$ cat config.mk
export PLATFORM = sky130hd
export DESIGN_NAME = bram_writer_in
export DESIGN_NICKNAME = d
export VERILOG_FILES = /design/src/rtl/bram_writer_pkg.sv /design/src/rtl/bram_writer_in.sv
export SDC_FILE = /design/constraint.sdc
export NUM_CORES = 1
export LEC_CHECK = 0
export ABC_AREA = 1
export CAP_MARGIN = 10
export CORE_MARGIN = 2
export CORE_UTILIZATION = 30
export CTS_BUF_LIST = sky130_fd_sc_hd__clkbuf_16
export CTS_CLUSTER_SIZE = 14
export DETAILED_ROUTE_END_ITERATION = 10
export GPL_TIMING_DRIVEN = 0
export SLEW_MARGIN = 20
export SYNTH_ARGS = -nofsm -noshare
export SYNTH_HDL_FRONTEND = slang
export SYNTH_SLANG_ARGS = --single-unit
$ cat constraint.sdc
create_clock -name clk -period 3.9 [get_ports clk]
set_clock_uncertainty 0.15 [all_clocks]
set_input_delay 1.17 -clock clk [delete_from_list [all_inputs] [get_ports clk]]
set_output_delay 1.17 -clock clk [all_outputs]
set_load 0.005 [all_outputs]
$ cat src/rtl/bram_writer_pkg.sv
// Shared types and constants for the ping-pong frame BRAM writer.
`timescale 1ns/1ps
package bram_writer_pkg;

  localparam int NUM_BANKS = 2;

  typedef enum logic {
    ST_WAIT_BANK = 1'b0,
    ST_WRITING   = 1'b1
  } state_t;

endpackage

$ cat src/rtl/bram_writer_in.sv
// Writes a pixel stream into two alternating frame banks, stalling while the next bank is still full.
// Optional BRAM_WRITER_SOF_EN adds in_sof framing and a sync_error pulse.
`timescale 1ns/1ps
module bram_writer_in
  import bram_writer_pkg::*;
#(
  parameter int width      = 120,
  parameter int height     = 240,
  parameter int frame_size = width * height,
  parameter int addr_bits  = $clog2(frame_size),
  parameter int data_width = 21
) (
  input  logic                  clk,
  input  logic                  reset_n,
  input  logic [data_width-1:0] in_data,
  input  logic                  in_valid,
  output logic                  in_ready,
  output logic                  wr_en,
  output logic [addr_bits-1:0]  wr_address,
  output logic [data_width-1:0] wr_data,
  output logic                  wr_bram_index,
  output logic                  frame_done,
  output logic                  done_bram_index,
  input  logic                  bank_release,
  input  logic                  release_index,
`ifdef BRAM_WRITER_SOF_EN
  input  logic                  in_sof,
  output logic                  sync_error,
`endif
  output logic [NUM_BANKS-1:0]  bank_full
);

  localparam logic [addr_bits-1:0] LAST_ADDR = addr_bits'(frame_size - 1);

  state_t                 state;
  state_t                 state_next;
  logic [addr_bits-1:0]   counter;
  logic                   cur_bank;
  logic                   accept;
  logic                   do_write;
  logic                   last_beat;
  logic [addr_bits-1:0]   beat_addr;
  logic [NUM_BANKS-1:0]   full_next;

`ifdef BRAM_WRITER_SOF_EN
  logic                   synced;
`endif

  always_comb begin
    accept = in_valid && in_ready;
`ifdef BRAM_WRITER_SOF_EN
    // A start-of-frame beat always lands at address 0, realigning a drifted frame.
    beat_addr = in_sof ? '0 : counter;
    do_write  = accept && (synced || in_sof);
`else
    beat_addr = counter;
    do_write  = accept;
`endif
    last_beat = do_write && (beat_addr == LAST_ADDR);

    // Release is applied before the fill so a coincident release of the other bank avoids a stall.
    full_next = bank_full;
    if (bank_release)
      full_next[release_index] = 1'b0;
    if (last_beat)
      full_next[cur_bank] = 1'b1;

    state_next = state;
    case (state)
      ST_WRITING:   if (last_beat) state_next = full_next[!cur_bank] ? ST_WAIT_BANK : ST_WRITING;
      ST_WAIT_BANK: if (!full_next[cur_bank]) state_next = ST_WRITING;
      default:      state_next = ST_WRITING;
    endcase
  end

  always_ff @(posedge clk or negedge reset_n) begin
    if (!reset_n) begin
      state           <= ST_WRITING;
      in_ready        <= 1'b0;
      wr_en           <= 1'b0;
      wr_address      <= '0;
      wr_data         <= '0;
      wr_bram_index   <= 1'b0;
      frame_done      <= 1'b0;
      done_bram_index <= 1'b0;
      bank_full       <= '0;
      counter         <= '0;
      cur_bank        <= 1'b0;
`ifdef BRAM_WRITER_SOF_EN
      synced          <= 1'b0;
      sync_error      <= 1'b0;
`endif
    end else begin
      state      <= state_next;
      in_ready   <= (state_next == ST_WRITING);
      bank_full  <= full_next;
      wr_en      <= do_write;
      frame_done <= last_beat;
      if (do_write) begin
        wr_address    <= beat_addr;
        wr_data       <= in_data;
        wr_bram_index <= cur_bank;
        counter       <= last_beat ? '0 : beat_addr + 1'b1;
      end
      if (last_beat) begin
        cur_bank        <= !cur_bank;
        done_bram_index <= cur_bank;
      end
`ifdef BRAM_WRITER_SOF_EN
      if (accept && in_sof)
        synced <= 1'b1;
      sync_error <= do_write && in_sof && (counter != '0);
`endif
    end
  end

endmodule
==> results.tsv <==
stage	metric	value	unit
outcome	outcome	finished clean	
critical_path	critical_path.reg2reg.endpoint	beat_addr[12]$_DFFE_PN0P_	
logic_synthesis	synth_adder_area_share	0.4878	%
placed_design	place_congestion	0.8218	
logic_synthesis	synthSimpleGateAreaFrac	27.61	%
drt	detail-route-antenna-nets	0	
critical_path	path_max_fanout	2	
critical_path	cp-end-kind	output port	
global_route	antenna_found_initial	0	
clock_network	numCtsBuffers	9	
drt	drt_iter0_drc	45	
critical_path	arrival	1.20	ns
pwr	power_density	503.8	nW/um2
global_route	grt_pass1_wl	9584	um
cells_and_area	nets	399	
timing	rsz0062_at_grt	false	
cells_and_area	drive_above_1_share	8.800	%
critical_path	crit_path_start	wr_data[9]$_DFFE_PN0P_	
drt	avgRoutedWirePerCell	11.95	um
cells_and_area	final_cell_mix	nand2_1, clkdlybuf4s50_1, dfrtp_1, inv_1, o21ai_0	
min_path	hold_class	flip-flop to flip-flop	
timing	max_freq	396.8	MHz
clock_network	clock_latency	0.32	ns
placed_design	portBuffers	68	
logic_synthesis	synthCells	292	
timing	hold_viol	0	
pwr	power	1.847	mW
global_route	grt_pass1_vias	2080	
die	die_w	96.47	um
critical_path	cp_slowest_cell	clkdlybuf4s50_1	
clock_network	cts_buffer_depth	2	
die	die-area	9306	um2
critical_path	cp_slowest_stage_delay	0.52	ns
global_route	grt_max_degree	39	
timing	worst_slew_pin_slew	0.4545	ns
critical_path	crit_chain	clkdlybuf4s50_1	
logic_synthesis	synth-compound-area-share	5.268	%
pwr	p_leak	1.760	nW
logic_synthesis	synth-seq-cells	60	
logic_synthesis	synth_area_leader_cell	dfrtp_1	
cells_and_area	area_growth	42.93	%
placed_design	dp_hpwl	4252	um
critical_path	cp-start-kind	flip-flop	
placed_design	place_area	3395	um2
die	rows	33	
timing	relSlewSlack	69.70	%
logic_synthesis	synth_area	2565	um2
critical_path	critPathTopFamily	buffers and inverters	
drt	route.vias.total	2120	
timing	whs	0.3266	ns
clock_network	tritoncts	yes	
timing	finalSetupViolations	0	
clock_network	cts.sink_count	60	
die	start_util	31.06	%
critical_path	rrSetupSlack	2.24	ns
cells_and_area	antennaDiodeCount	0	
min_path	min_path_cells	2	
timing	period_needed	2.520	ns
pwr	ir_drop	0.0002828	V
cells_and_area	layout.cells.most_common	nand2_1	
die	core	8258	um2
critical_path	crit_buf_inv	1	
logic_synthesis	synth_area_leaders	dfrtp_1, nand2_1, o21ai_0	
critical_path	reg2reg_from	beat_addr[1]$_DFFE_PN0P_	
run	cap_violations	0	
clock_network	post_cts_resized	0	
min_path	min_to	wr_data[4]$_DFFE_PN0P_	
timing	fin_setup_tns	0	ns
logic_synthesis	synthMuxAreaShare	0	%
clock_network	postCtsHoldBufs	0	
logic_synthesis	synth_top_area_share	57.56	%
critical_path	path_class	flip-flop to output port	
min_path	hold_path_startpoint	wr_data[4]$_DFFE_PN0P_	
clock_network	cts.clk_slew.worst_paths	0.05	ns
die	io_pins	69	
logic_synthesis	synth_top_family_by_area	simple AND/OR/NAND/NOR gates	
logic_synthesis	yosysSeqAreaShare	58.59	%
critical_path	reg2reg_depth	6	
global_route	grt_overflow	0	
drt	first_pass_iters	4	
logic_synthesis	synth_warnings	0	
timing	fin_crit_sh	64.62	%
logic_synthesis	synth_cell_types	26	
timing	maxSlewViolCount	0	
die	die_h	96.47	um
drt	drc	0	
drt	drt-vias-per-instance	4.417	
clock_network	htreeDepth	3	
clock_network	cts-root-buf	clkbuf_16	
clock_network	post_cts_buffers	0	
global_route	grt_util_all_layers	13.66	%
critical_path	required	2.58	ns
logic_synthesis	syn_avg_cell_area	8.784	um2
cells_and_area	design_area	3666	um2
drt	wl	5737	um
logic_synthesis	synth_xor_area_share	2.390	%
logic_synthesis	syn-num-nets	319	
[per-layer routing]
metal	global-route usage, %	part of all wire (%)	vias to the layer above
met5	0	0	-
met4	4.577	0.80	0
met3	5.896	6.9	5
met2	20.95	45	57
met1	17.36	48	988
li1	-	-	1070
[synth_stat cells]
cell and n:
nor2_2 3, nand3_2 1, o31ai_1 1, ha_1 1, buf_6 1, nor2_1 16
nand4_1 3, clkinv_1 1, dfstp_2 1, clkbuf_1 6, nand2_2 3, nor3_2 1
nand2_1 111, xor2_1 7, o21ai_0 18, nor4_1 3, nand3_4 1, nand3_1 14
nor2_4 3, buf_2 2, nor3_1 3, inv_1 22, dfrtp_1 59, o21ai_1 6
inv_2 4, a21boi_0 1
[report_power, final]
part	internal, mW	total [mW]	switching (mW)	leakage, nW
logic	0.174	0.341	0.167	0.903
registers	0.712	0.781	0.0686	0.719
clock network	0.477	0.725	0.248	0.137
total	1.36	1.85	0.483	1.76
[kinds of logic (layout without fill, tap and decap cells)]
group / after synthesis / after routing
AND/OR/NAND/NOR: 162 / 162
flip-flops: 60 / 60
buffers and inverters: 36 / 119
AO/OA/AOI/OAI: 26 / 26
XOR/XNOR: 7 / 7
adder cells (fa/ha/maj): 1 / 1
[stage by stage]
| step | worst slack [ns] | utilization (%) | std cells |
|---|---|---|---|
| 2_1_floorplan | 1.719 | - | 292 |
| 3_3_place_gp | -0.4533 | 40.89 | 465 |
| 3_5_place_dp | 1.005 | 41.11 | 466 |
| 4_1_cts | 1.344 | 44.39 | 480 |
| 5_1_grt | 1.244 | 44.39 | 480 |
| 6_report | 1.380 | 44.39 | 480 |
[state kept, by name, summed over array words and instances, names as in the netlist]
register         cells
done_bram_index      1
frame_done           1
wr_address          15
in_ready             1
wr_en                1
state                1
beat_addr           15
wr_bram_index        1
bank_full            2
cur_bank             1
wr_data             21
[final cells by class]
class                           instances  area [um2]
Clock buffer                            9       225.2
Tap cell                              105       131.4
Timing Repair Buffer                   69       698.2
Multi-Input combinational cell        196       917.1
Clock inverter                          5       46.29
Sequential cell                        60        1503
Inverter                               27       101.3
Buffer                                  9       43.79
Fill cell                             803        4592
[worst max path at each step]
| stage | end | slack [ns] | cells after the start |
|---|---|---|---|
| after CTS | wr_data[9]$_DFFE_PN0P_ | 1.34 | 7 |
| final | wr_data[9] | 1.38 | 1 |
| after floorplan | wr_data[10]$_DFFE_PN0P_ | 1.72 | 6 |
| after detailed placement | wr_data[9]$_DFFE_PN0P_ | 1.00 | 7 |
| after global routing | wr_data[13]$_DFFE_PN0P_ | 1.24 | 7 |
| after global placement | wr_bram_index$_DFFE_PN0P_ | -0.45 | 1 |
Power figures use the tool's default switching activity.
